==> config.mk <==
export PLATFORM = sky130hd
export DESIGN_NAME = phy_rx_nibble_deframer
export DESIGN_NICKNAME = d
export VERILOG_FILES = /design/src/rtl/phy_rx_nibble_deframer_pkg.sv /design/src/rtl/phy_rx_nibble_deframer_crc32_nibble.sv /design/src/rtl/phy_rx_nibble_deframer.sv
export SDC_FILE = /design/constraint.sdc
export NUM_CORES = 1
export LEC_CHECK = 0
export BUFFER_PORTS_ARGS = -buffer_cell sky130_fd_sc_hd__buf_2
export CAP_MARGIN = 15
export CORE_ASPECT_RATIO = 0.6
export CORE_UTILIZATION = 59
export CTS_CLUSTER_DIAMETER = 30
export DETAILED_ROUTE_END_ITERATION = 8
export GPL_ROUTABILITY_DRIVEN = 0
export GPL_TIMING_DRIVEN = 0
export PLACE_DENSITY = 0.84
export SLEW_MARGIN = 0
export SYNTH_ARGS = -nofsm -noshare
export SYNTH_HDL_FRONTEND = slang
export SYNTH_SLANG_ARGS = --single-unit
export TNS_END_PERCENT = 10
==> constraint.sdc <==
create_clock -name clk_phy -period 5.2 [get_ports clk_phy]
set_input_delay 0 -clock clk_phy [delete_from_list [all_inputs] [get_ports clk_phy]]
set_output_delay 0 -clock clk_phy [all_outputs]
set_load 0.03 [all_outputs]
==> src/rtl/phy_rx_nibble_deframer_pkg.sv <==
// Shared constants for the receive nibble deframer: FSM encoding, control-word
// layout, preamble/SFD nibbles and CRC-32 constants.
package phy_rx_nibble_deframer_pkg;

  localparam int unsigned NIB_W   = 4;
  localparam int unsigned BYTE_W  = 8;
  localparam int unsigned CTRL_W  = 24;
  localparam int unsigned CRC_W   = 32;
  localparam int unsigned STATE_W = 3;

  localparam logic [STATE_W-1:0] ST_IDLE     = 3'd0;
  localparam logic [STATE_W-1:0] ST_PREAMBLE = 3'd1;
  localparam logic [STATE_W-1:0] ST_LO       = 3'd2;
  localparam logic [STATE_W-1:0] ST_HI       = 3'd3;
  localparam logic [STATE_W-1:0] ST_EOF      = 3'd4;
  localparam logic [STATE_W-1:0] ST_DROP     = 3'd5;

  localparam int unsigned LEN_LSB   = 0;
  localparam int unsigned LEN_MSB   = 11;
  localparam int unsigned ODD_BIT   = 12;
  localparam int unsigned LONG_BIT  = 13;
  localparam int unsigned SHORT_BIT = 14;
  localparam int unsigned CRC_BIT   = 15;

  localparam logic [NIB_W-1:0] PRE_NIB = 4'h5;
  localparam logic [NIB_W-1:0] SFD_NIB = 4'hD;

  // Polynomial is in reflected form; residue is in MSB-first form.
  localparam logic [CRC_W-1:0] CRC_POLY    = 32'hEDB8_8320;
  localparam logic [CRC_W-1:0] CRC_INIT    = 32'hFFFF_FFFF;
  localparam logic [CRC_W-1:0] CRC_RESIDUE = 32'hC704_DD7B;

  function automatic logic [CRC_W-1:0] bitrev32(input logic [CRC_W-1:0] x);
    logic [CRC_W-1:0] r;
    for (int i = 0; i < 32; i++) r[i] = x[31-i];
    return r;
  endfunction

endpackage

==> src/rtl/phy_rx_nibble_deframer_crc32_nibble.sv <==
// Combinational reflected CRC-32 update by one 4-bit nibble.
module crc32_nibble
  import phy_rx_nibble_deframer_pkg::*;
(
  input  logic [CRC_W-1:0] crc_in,
  input  logic [NIB_W-1:0] nibble,
  output logic [CRC_W-1:0] crc_next_c
);

  always_comb begin
    logic [CRC_W-1:0] c;
    c = crc_in ^ {28'd0, nibble};
    for (int i = 0; i < 4; i++) begin
      c = c[0] ? ((c >> 1) ^ CRC_POLY) : (c >> 1);
    end
    crc_next_c = c;
  end

endmodule

==> src/rtl/phy_rx_nibble_deframer.sv <==
// Receive PHY deframer: strips preamble/SFD, reassembles bytes from nibbles and
// reports an end-of-frame control word. Optional FCS check: RX_CRC_CHECK_EN.
module phy_rx_nibble_deframer
  import phy_rx_nibble_deframer_pkg::*;
#(
  parameter int unsigned MAX_LEN = 1518,
  parameter int unsigned MIN_LEN = 64,
  parameter int unsigned CNT_W   = 12
) (
  input  logic              clk_phy,
  input  logic              reset,
  input  logic [NIB_W-1:0]  phy_data_in,
  input  logic              phy_rx_dv,
  output logic [BYTE_W-1:0] f_data_out,
  output logic              f_rec_data_valid,
  output logic [CTRL_W-1:0] f_ctrl_out,
  output logic              f_rec_frame_valid
);

  localparam logic [CNT_W-1:0] MAX_C   = CNT_W'(MAX_LEN);
  localparam logic [CNT_W-1:0] MIN_C   = CNT_W'(MIN_LEN);
  localparam logic [CNT_W-1:0] CNT_SAT = '1;

  logic [STATE_W-1:0] state_q, state_d;
  logic [NIB_W-1:0]   lo_q, lo_d;
  logic [CNT_W-1:0]   cnt_q, cnt_d;
  logic               odd_q, odd_d;
  logic               long_q, long_d;
  logic [BYTE_W-1:0]  data_d;
  logic               dvalid_d;
  logic [CTRL_W-1:0]  ctrl_d;
  logic               fvalid_d;
  logic               crc_bad;

`ifdef RX_CRC_CHECK_EN
  logic [CRC_W-1:0] crc_q, crc_d, crc_next;

  crc32_nibble u_crc (
    .crc_in    (crc_q),
    .nibble    (phy_data_in),
    .crc_next_c(crc_next)
  );

  assign crc_bad = (bitrev32(crc_q) != CRC_RESIDUE);
`else
  assign crc_bad = 1'b0;
`endif

  // Next-state and registered-output logic.
  always_comb begin
    state_d  = state_q;
    lo_d     = lo_q;
    cnt_d    = cnt_q;
    odd_d    = odd_q;
    long_d   = long_q;
    data_d   = f_data_out;
    dvalid_d = 1'b0;
    ctrl_d   = f_ctrl_out;
    fvalid_d = 1'b0;
`ifdef RX_CRC_CHECK_EN
    crc_d    = crc_q;
`endif
    case (state_q)
      ST_IDLE: begin
        if (phy_rx_dv) state_d = (phy_data_in == PRE_NIB) ? ST_PREAMBLE : ST_DROP;
      end
      ST_PREAMBLE: begin
`ifdef RX_CRC_CHECK_EN
        crc_d = CRC_INIT;
`endif
        if (!phy_rx_dv)                  state_d = ST_IDLE;
        else if (phy_data_in == SFD_NIB) state_d = ST_LO;
        else if (phy_data_in != PRE_NIB) state_d = ST_DROP;
      end
      ST_LO: begin
        if (!phy_rx_dv) begin
          state_d = ST_EOF;
        end else begin
          lo_d    = phy_data_in;
          state_d = ST_HI;
`ifdef RX_CRC_CHECK_EN
          crc_d   = crc_next;
`endif
        end
      end
      ST_HI: begin
        if (!phy_rx_dv) begin
          odd_d   = 1'b1;
          state_d = ST_EOF;
        end else begin
          state_d = ST_LO;
`ifdef RX_CRC_CHECK_EN
          crc_d   = crc_next;
`endif
          // Bytes past MAX_LEN are counted but not delivered.
          if (cnt_q < MAX_C) begin
            data_d   = {phy_data_in, lo_q};
            dvalid_d = 1'b1;
          end else begin
            long_d = 1'b1;
          end
          if (cnt_q != CNT_SAT) cnt_d = cnt_q + CNT_W'(1);
        end
      end
      ST_EOF: begin
        ctrl_d                   = '0;
        ctrl_d[LEN_MSB:LEN_LSB]  = 12'(cnt_q);
        ctrl_d[ODD_BIT]          = odd_q;
        ctrl_d[LONG_BIT]         = long_q;
        ctrl_d[SHORT_BIT]        = (cnt_q < MIN_C);
        ctrl_d[CRC_BIT]          = crc_bad;
        fvalid_d                 = 1'b1;
        cnt_d                    = '0;
        odd_d                    = 1'b0;
        long_d                   = 1'b0;
        state_d                  = ST_IDLE;
      end
      ST_DROP: begin
        if (!phy_rx_dv) state_d = ST_IDLE;
      end
      default: state_d = ST_IDLE;
    endcase
  end

  always_ff @(posedge clk_phy or posedge reset) begin
    if (reset) begin
      state_q           <= ST_IDLE;
      lo_q              <= '0;
      cnt_q             <= '0;
      odd_q             <= 1'b0;
      long_q            <= 1'b0;
      f_data_out        <= '0;
      f_rec_data_valid  <= 1'b0;
      f_ctrl_out        <= '0;
      f_rec_frame_valid <= 1'b0;
`ifdef RX_CRC_CHECK_EN
      crc_q             <= CRC_INIT;
`endif
    end else begin
      state_q           <= state_d;
      lo_q              <= lo_d;
      cnt_q             <= cnt_d;
      odd_q             <= odd_d;
      long_q            <= long_d;
      f_data_out        <= data_d;
      f_rec_data_valid  <= dvalid_d;
      f_ctrl_out        <= ctrl_d;
      f_rec_frame_valid <= fvalid_d;
`ifdef RX_CRC_CHECK_EN
      crc_q             <= crc_d;
`endif
    end
  end

endmodule

==> metrics.log, run 1 <==
[metrics] status: finished, final reports clean
[metrics] Setup WS post-layout: 3.289 ns
[metrics] combinational family with the most area after synthesis: simple AND/OR/NAND/NOR gates
[metrics] register bit total from synthesis: 46
[metrics] leakage power of the design: 1.422 nW
[metrics] global-route wire length before repair: 7438 µm
[metrics] clock transition at the registers of the reported paths: 0.09 ns
[metrics] critical path required time: 5.43 ns
[metrics] most common flop cell mapped by yosys: dfrtp_1
[metrics] hold_ws: 0.02488 ns
[metrics] P per Cell Area: 273.2 nW/µm²
[metrics] Antenna Diode Count: 0
[metrics] total die area: 3903 µm²
[metrics] adder-cell share of the synthesized area: 0.5811%
[metrics] Core Area: 3363 µm²
[metrics] Tightest Hold Check Type: primary input to flip-flop
[metrics] count of buffers inserted at the top-level ports: 31
[metrics] total CTS buffers: 5
[metrics] async set or reset register ratio after synthesis: 100.0%
[metrics] number of remaining DRC errors: 0
[metrics] reg-to-reg slack, setup: 3.29 ns
[metrics] sw frac: 28.58%
[metrics] most repeated cell in the gate-level netlist after synthesis: nand2_1
[metrics] count of cell types in the netlist: 46
[metrics] Tmin final: 1.911 ns
[metrics] total setup violations reported at the end of the flow: 0
[metrics] number of warnings issued by yosys: 0
[metrics] worst setup path category: flip-flop to flip-flop
[metrics] fraction of the cycle the final worst path needs: 36.76%
[metrics] cell chosen for the clock root: clkbuf_8
[metrics] Detailed Routing Iterations Pass 1: 4
[metrics] synthesized instance count: 210
[metrics] Max Clock Skew: 0.008705 ns
[metrics] dominant cells by area after synthesis: dfrtp_1 53%, nand2_1 9.4%, mux2_2 5.2%
[metrics] internal power contribution: 498.5 µW
[metrics] number of global-route vias before repair: 1,556
[metrics] worst reg-to-reg path cell count: 6
[metrics] area share of xor/xnor cells in the synthesized design: 0%
[metrics] H-Tree Level Count: 2
[metrics] Post-CTS Setup Repair Bufs: 0
[metrics] largest net degree at the start of global routing: 31
[metrics] number of hold-slack violations in the final timing report: 0
[metrics] Longest Clk Path Bufs: 2
[metrics] number of vias per cell: 5.591
[metrics] antenna violations before repair: 0
[metrics] mean instance size in the synthesized netlist: 10.25 µm²
[metrics] fraction of the yosys area taken by sequential cells: 53.46%
[metrics] cell types with the highest counts after synthesis: 54 x nand2_1, 46 x dfrtp_1, 10 x mux2_2
[metrics] simple logic cell fraction of the synthesized area: 21.91%
[metrics] Fmax achieved: 523.2 MHz
[metrics] area grow syn2layout: 18.65%
[metrics] Top-Level Pins: 41
[metrics] std cell rows: 16
[metrics] post-place setup slack: 3.308 ns
[metrics] area share of the leading cell type in the synthesized netlist: 53.46%
[metrics] share of cells above drive strength 1: 27.38%
[metrics] endpoint of the worst-slack reg-to-reg timing path: cnt_q[7]
[metrics] fill cell instance count of the final layout: 245
[metrics] reg-to-reg startpoint: cnt_q[0]
[metrics] GR Util All Layers: 25.91%
[metrics] worst voltage drop across the vdd grid: 200.0 µV
[metrics] clock sink total: 46
[metrics] RSZ-0062 raised after global routing: false
[metrics] initial core utilization: 64.03%
[metrics] mapped cell area: 2153 µm²
[metrics] Setup TNS: 0 ns
[metrics] complex-gate fraction of the synthesized area: 9.064%
[metrics] final net count: 270
[metrics] fraction of power consumed by sequential logic: 54.4%
[metrics] Critical Path End Type: flip-flop
[metrics] startpoint of the lowest-slack hold path: phy_rx_dv
[metrics] Worst setup SP type: flip-flop
[metrics] average wire per cell in the routed design: 14.29 µm
[metrics] area taken by flip-flops and latches: 1151 µm²
[metrics] clock insertion delay at the later pin of the skew report: 0.31 ns
[metrics] count of flip-flops with a built-in enable after synthesis: 0
[metrics] post-synth top area cell: dfrtp_1
[metrics] number of DRC markers in iteration 0: 137
[metrics] Final ANT Viol Nets: 0
[metrics] clock tree from TritonCTS: built
[metrics] arrival time of the worst setup path: 2.15 ns
[metrics] Detailed Route WL: 4401 µm
[metrics] total number of vias: 1,722
[metrics] Vert. Die Dim: 48.80 µm
[metrics] fraction of synthesized area in multiplexers: 7.670%
[metrics] multi-input gate area in the final layout: 878.3 µm²
[metrics] Final Slew Violations: 0
[metrics] width of the chip: 79.99 µm
[metrics] net switching power: 199.5 µW
[metrics] count of cells along the worst hold path: 2
[metrics] part of the total power dissipated in the clock network: 31.6%
[metrics] maximum fanout along the worst path: 6
[metrics] post-detail-place hpwl: 3078 µm
[metrics] global-route congestion overflow total: 0
[metrics] end point of the worst hold path: state_q[0]
[metrics] number of maximum-capacitance violations: 0
[metrics] part of the total power dissipated in combinational logic: 14.0%
==> stage by stage <==
stage	power, mW	cell area, µm²	util, %	cells
after detailed placement	0.4808	2415	71.80	295
after global placement	0.4765	2395	71.21	294
after CTS	0.6997	2555	75.97	308
after floorplan	0.4548	2183	-	218
final	0.6980	2555	75.97	308
after global routing	0.7297	2555	75.97	308
==> routing by layer <==
layer  share of wire (%)  up-vias  wire length [µm]  track usage (%)
met5                   0        -                 0                0
li1                    -      821                 -                -
met2                  42       88              1850            34.76
met4                 1.2        0                53            8.333
met1                  46      806              2011            38.82
met3                  11        7               485            9.533
==> how the worst max path moves through the flow <==
stage / from / depth (start not counted) / end
after global routing: cnt_q[6] / 5 / f_data_out[6]
after global placement: cnt_q[0] / 6 / cnt_q[7]
after detailed placement: cnt_q[0] / 6 / cnt_q[7]
after CTS: cnt_q[0] / 6 / cnt_q[7]
final: cnt_q[0] / 6 / cnt_q[7]
after floorplan: cnt_q[0] / 6 / cnt_q[7]
==> layout make-up <==
class                           instances  area share [%]
Sequential cell                        46           45.05
Buffer                                 21           5.289
Timing Repair Buffer                   37           8.815
Clock inverter                          3          0.8325
Clock buffer                            5           2.693
Multi-Input combinational cell        146           34.38
Inverter                                5          0.7346
Tap cell                               45           2.204
==> cell usage in the layout (no fill, tap or decap), drive strengths merged, types with 7 or more instances in the layout <==
cell    Yosys  final
a21oi       7      7
a31oi       7      7
buf        17     49
clkbuf      4      9
conb        1      9
dfrtp      46     46
mux2       12     12
nand2      54     54
==> power groups by stage <==
| stage | Sequential [mW] | Combinational (mW) | Clock [mW] |
|---|---|---|---|
| 6_report | 0.380 | 0.0975 | 0.221 |
| 4_1_cts | 0.380 | 0.0972 | 0.223 |
| 2_1_floorplan | 0.402 | 0.0528 | 0 |
| 3_3_place_gp | 0.386 | 0.0904 | 0 |
| 5_1_grt | 0.382 | 0.107 | 0.241 |
| 3_5_place_dp | 0.387 | 0.0940 | 0 |
==> flip-flops by register name, summed over array words and instances (netlist names) <==
signal             cells
cnt_q                 12
f_ctrl_out            15
f_data_out             8
f_rec_data_valid       1
f_rec_frame_valid      1
lo_q                   4
long_q                 1
odd_q                  1
state_q                3
==> kinds of logic (layout without fill, tap and decap cells) <==
| kind of cell | Yosys count | after routing |
|---|---|---|
| AND/OR/NAND/NOR | 91 | 91 |
| buffers and inverters | 26 | 71 |
| adder cells (fa/ha/maj) | 1 | 1 |
| other | 1 | 9 |
| flip-flops | 46 | 46 |
| AO/OA/AOI/OAI | 30 | 30 |
| multiplexers | 15 | 15 |
==> what timing repair did <==
action	in CTS	in global routing
resized for setup	0	0
hold endpoints to repair	43	0
hold buffers	5	0
setup endpoints to repair	0	0
==> worst max-delay path, cell delays in order (launching register included) <==
cell     delay [ns]
dfrtp_1        0.43
ha_1           0.24
and4_1         0.24
and3_4         0.18
buf_6          0.12
or4b_1         0.47
a21oi_1        0.16
Note: power is estimated with default switching activity, not from simulation.
==> run 2, diff against run 1 <==
- CORE_UTILIZATION: 59 -> 49
- PLACE_DENSITY: 0.84 -> 0.75
- clock period: 5.2 -> 1.7 ns (I/O delays scaled with it)
==> metrics.log, run 2 (synthesis gave the netlist of run 1 again) <==
[metrics] status: finished with violations
[metrics] violated checks: negative setup slack
[metrics] GR Util All Layers: 21.34%
[metrics] Max Clock Skew: 0.003522 ns
[metrics] std cell rows: 18
[metrics] total number of vias: 1,748
[metrics] total CTS buffers: 5
[metrics] Vert. Die Dim: 53.35 µm
[metrics] clock transition at the registers of the reported paths: 0.08 ns
[metrics] Final Slew Violations: 0
[metrics] Critical Path End Type: flip-flop
[metrics] Core Area: 4167 µm²
[metrics] count of buffers inserted at the top-level ports: 31
[metrics] global-route wire length before repair: 7334 µm
[metrics] number of global-route vias before repair: 1,494
[metrics] worst voltage drop across the vdd grid: 467.7 µV
[metrics] area grow syn2layout: 24.99%
[metrics] Antenna Diode Count: 0
[metrics] average wire per cell in the routed design: 14.37 µm
[metrics] Detailed Route WL: 4714 µm
[metrics] initial core utilization: 51.68%
[metrics] Fmax achieved: 585.2 MHz
[metrics] reg-to-reg slack, setup: -0.009 ns
[metrics] top library cells by usage in the layout, fill and taps aside: 54 x nand2_1, 43 x dfrtp_1, 36 x buf_2
[metrics] Tmin final: 1.709 ns
[metrics] Cell Area, Placed: 2436 µm²
[metrics] width of the chip: 87.58 µm
[metrics] Setup TNS: -0.008811 ns
[metrics] number of remaining DRC errors: 0
[metrics] number of maximum-capacitance violations: 0
[metrics] RSZ-0062 raised after global routing: true
[metrics] number of DRC markers in iteration 0: 119
[metrics] clock tree from TritonCTS: built
[metrics] cell chosen for the clock root: clkbuf_8
[metrics] P per Cell Area: 842.1 nW/µm²
[metrics] register name with the most flops: f_ctrl_out
[metrics] Final ANT Viol Nets: 0
[metrics] final net count: 275
[metrics] fill cell instance count of the final layout: 330
[metrics] Worst setup SP type: flip-flop
[metrics] area taken by flip-flops and latches: 1155 µm²
[metrics] Longest Clk Path Bufs: 2
[metrics] global-route congestion overflow total: 0
[metrics] commonest non-fill, non-tap cell in the layout: nand2_1
[metrics] overall power of the completed layout: 2.266 mW
[metrics] largest net degree at the start of global routing: 34
[metrics] flip-flop count of the largest register after layout: 15
[metrics] clock sink total: 46
[metrics] post-detail-place hpwl: 3121 µm
[metrics] total die area: 4672 µm²
[metrics] worst setup path category: flip-flop to flip-flop
[metrics] Tightest Hold Check Type: primary input to flip-flop
[metrics] leakage power of the design: 1.480 nW
[metrics] clock insertion delay at the later pin of the skew report: 0.30 ns
[metrics] maximum fanout along the worst path: 10
[metrics] Top-Level Pins: 41
[metrics] antenna violations before repair: 0
[metrics] Top Registers: f_ctrl_out (15), cnt_q (12), f_data_out (8)
[metrics] multi-input gate area in the final layout: 930.9 µm²
[metrics] number of hold-slack violations in the final timing report: 0
[metrics] Setup WS post-layout: -0.008811 ns
[metrics] share of cells above drive strength 1: 34.70%
[metrics] arrival time of the worst setup path: 1.94 ns
[metrics] number of vias per cell: 5.329
[metrics] worst reg-to-reg path cell count: 5
[metrics] count of cells along the worst hold path: 2
[metrics] Detailed Routing Iterations Pass 1: 4
[metrics] H-Tree Level Count: 2
[metrics] critical path required time: 1.93 ns
[metrics] fraction of the cycle the final worst path needs: 100.5%
[metrics] total setup violations reported at the end of the flow: 1
[metrics] final instance area: 2691 µm²
==> run 2: changes by cell type in the layout (fill, tap and decap cells not counted), sizes merged <==
cell,before,now
buf,49,56
bufinv,0,1
clkbuf,9,8
clkinv,2,0
dlygate4sd3,5,4
nand2,54,55
==> run 2: area by class of cell <==
type	instances	area share, %
Buffer	17	4.417
Clock buffer	6	2.696
Clock inverter	2	1.395
Inverter	5	0.6974
Multi-Input combinational cell	147	34.59
Sequential cell	46	42.91
Tap cell	60	2.789
Timing Repair Buffer	45	10.51
==> run 2: worst paths after layout <==
kind	startpoint	endpoint
hold reg to reg	f_ctrl_out[7]	f_ctrl_out[7]
setup / recovery	cnt_q[2]	cnt_q[7]
hold / removal	phy_data_in[3]	lo_q[3]
min in group asynchronous	reset	f_ctrl_out[11]
max in group asynchronous	reset	cnt_q[3]
setup reg to reg	cnt_q[2]	cnt_q[7]
==> run 2: routing by layer <==
layer	wire length (µm)	vias up	share of wire [%]	track usage (%)
met2	1997	82	42	30.08
met5	0	-	0	0
met3	392	7	8.3	6.552
met1	2286	832	48	31.65
met4	38	0	0.81	4.918
li1	-	827	-	-
==> run 2: critical path, stage by stage, from the launching register on <==
cell	delay [ns]
dfrtp_1	0.32
buf_2	0.20
nand3_1	0.23
nor3_4	0.28
or4b_4	0.50
a21oi_2	0.12
==> run 2: what timing repair did <==
item,CTS,global route
hold endpoints to repair,52,0
endpoints found under the setup margin,21,32
buffers inserted,7,2
gates resized for setup,8,9
cloned,1,0
hold buffers,4,0
pin swaps,4,5
==> run 2: metrics by stage <==
step | hold slack, ns | utilization, % | setup slack [ns] | cells
4_1_cts | 0.009522 | 63.69 | -0.01658 | 328
3_3_place_gp | 0.2425 | 57.99 | -0.1295 | 309
2_1_floorplan | 0.1317 | - | -0.01945 | 218
5_1_grt | 0.02529 | 64.59 | -0.05791 | 328
3_5_place_dp | -0.02416 | 58.47 | -0.1792 | 310
6_report | 0.005014 | 64.59 | -0.008811 | 328
==> run 2: report_power, final <==
part | switching (mW) | leakage [nW] | internal (mW) | total, mW
clock | 0.366 | 0.0514 | 0.439 | 0.804
sequential | 0.0227 | 0.629 | 1.14 | 1.16
combinational | 0.203 | 0.800 | 0.0978 | 0.300
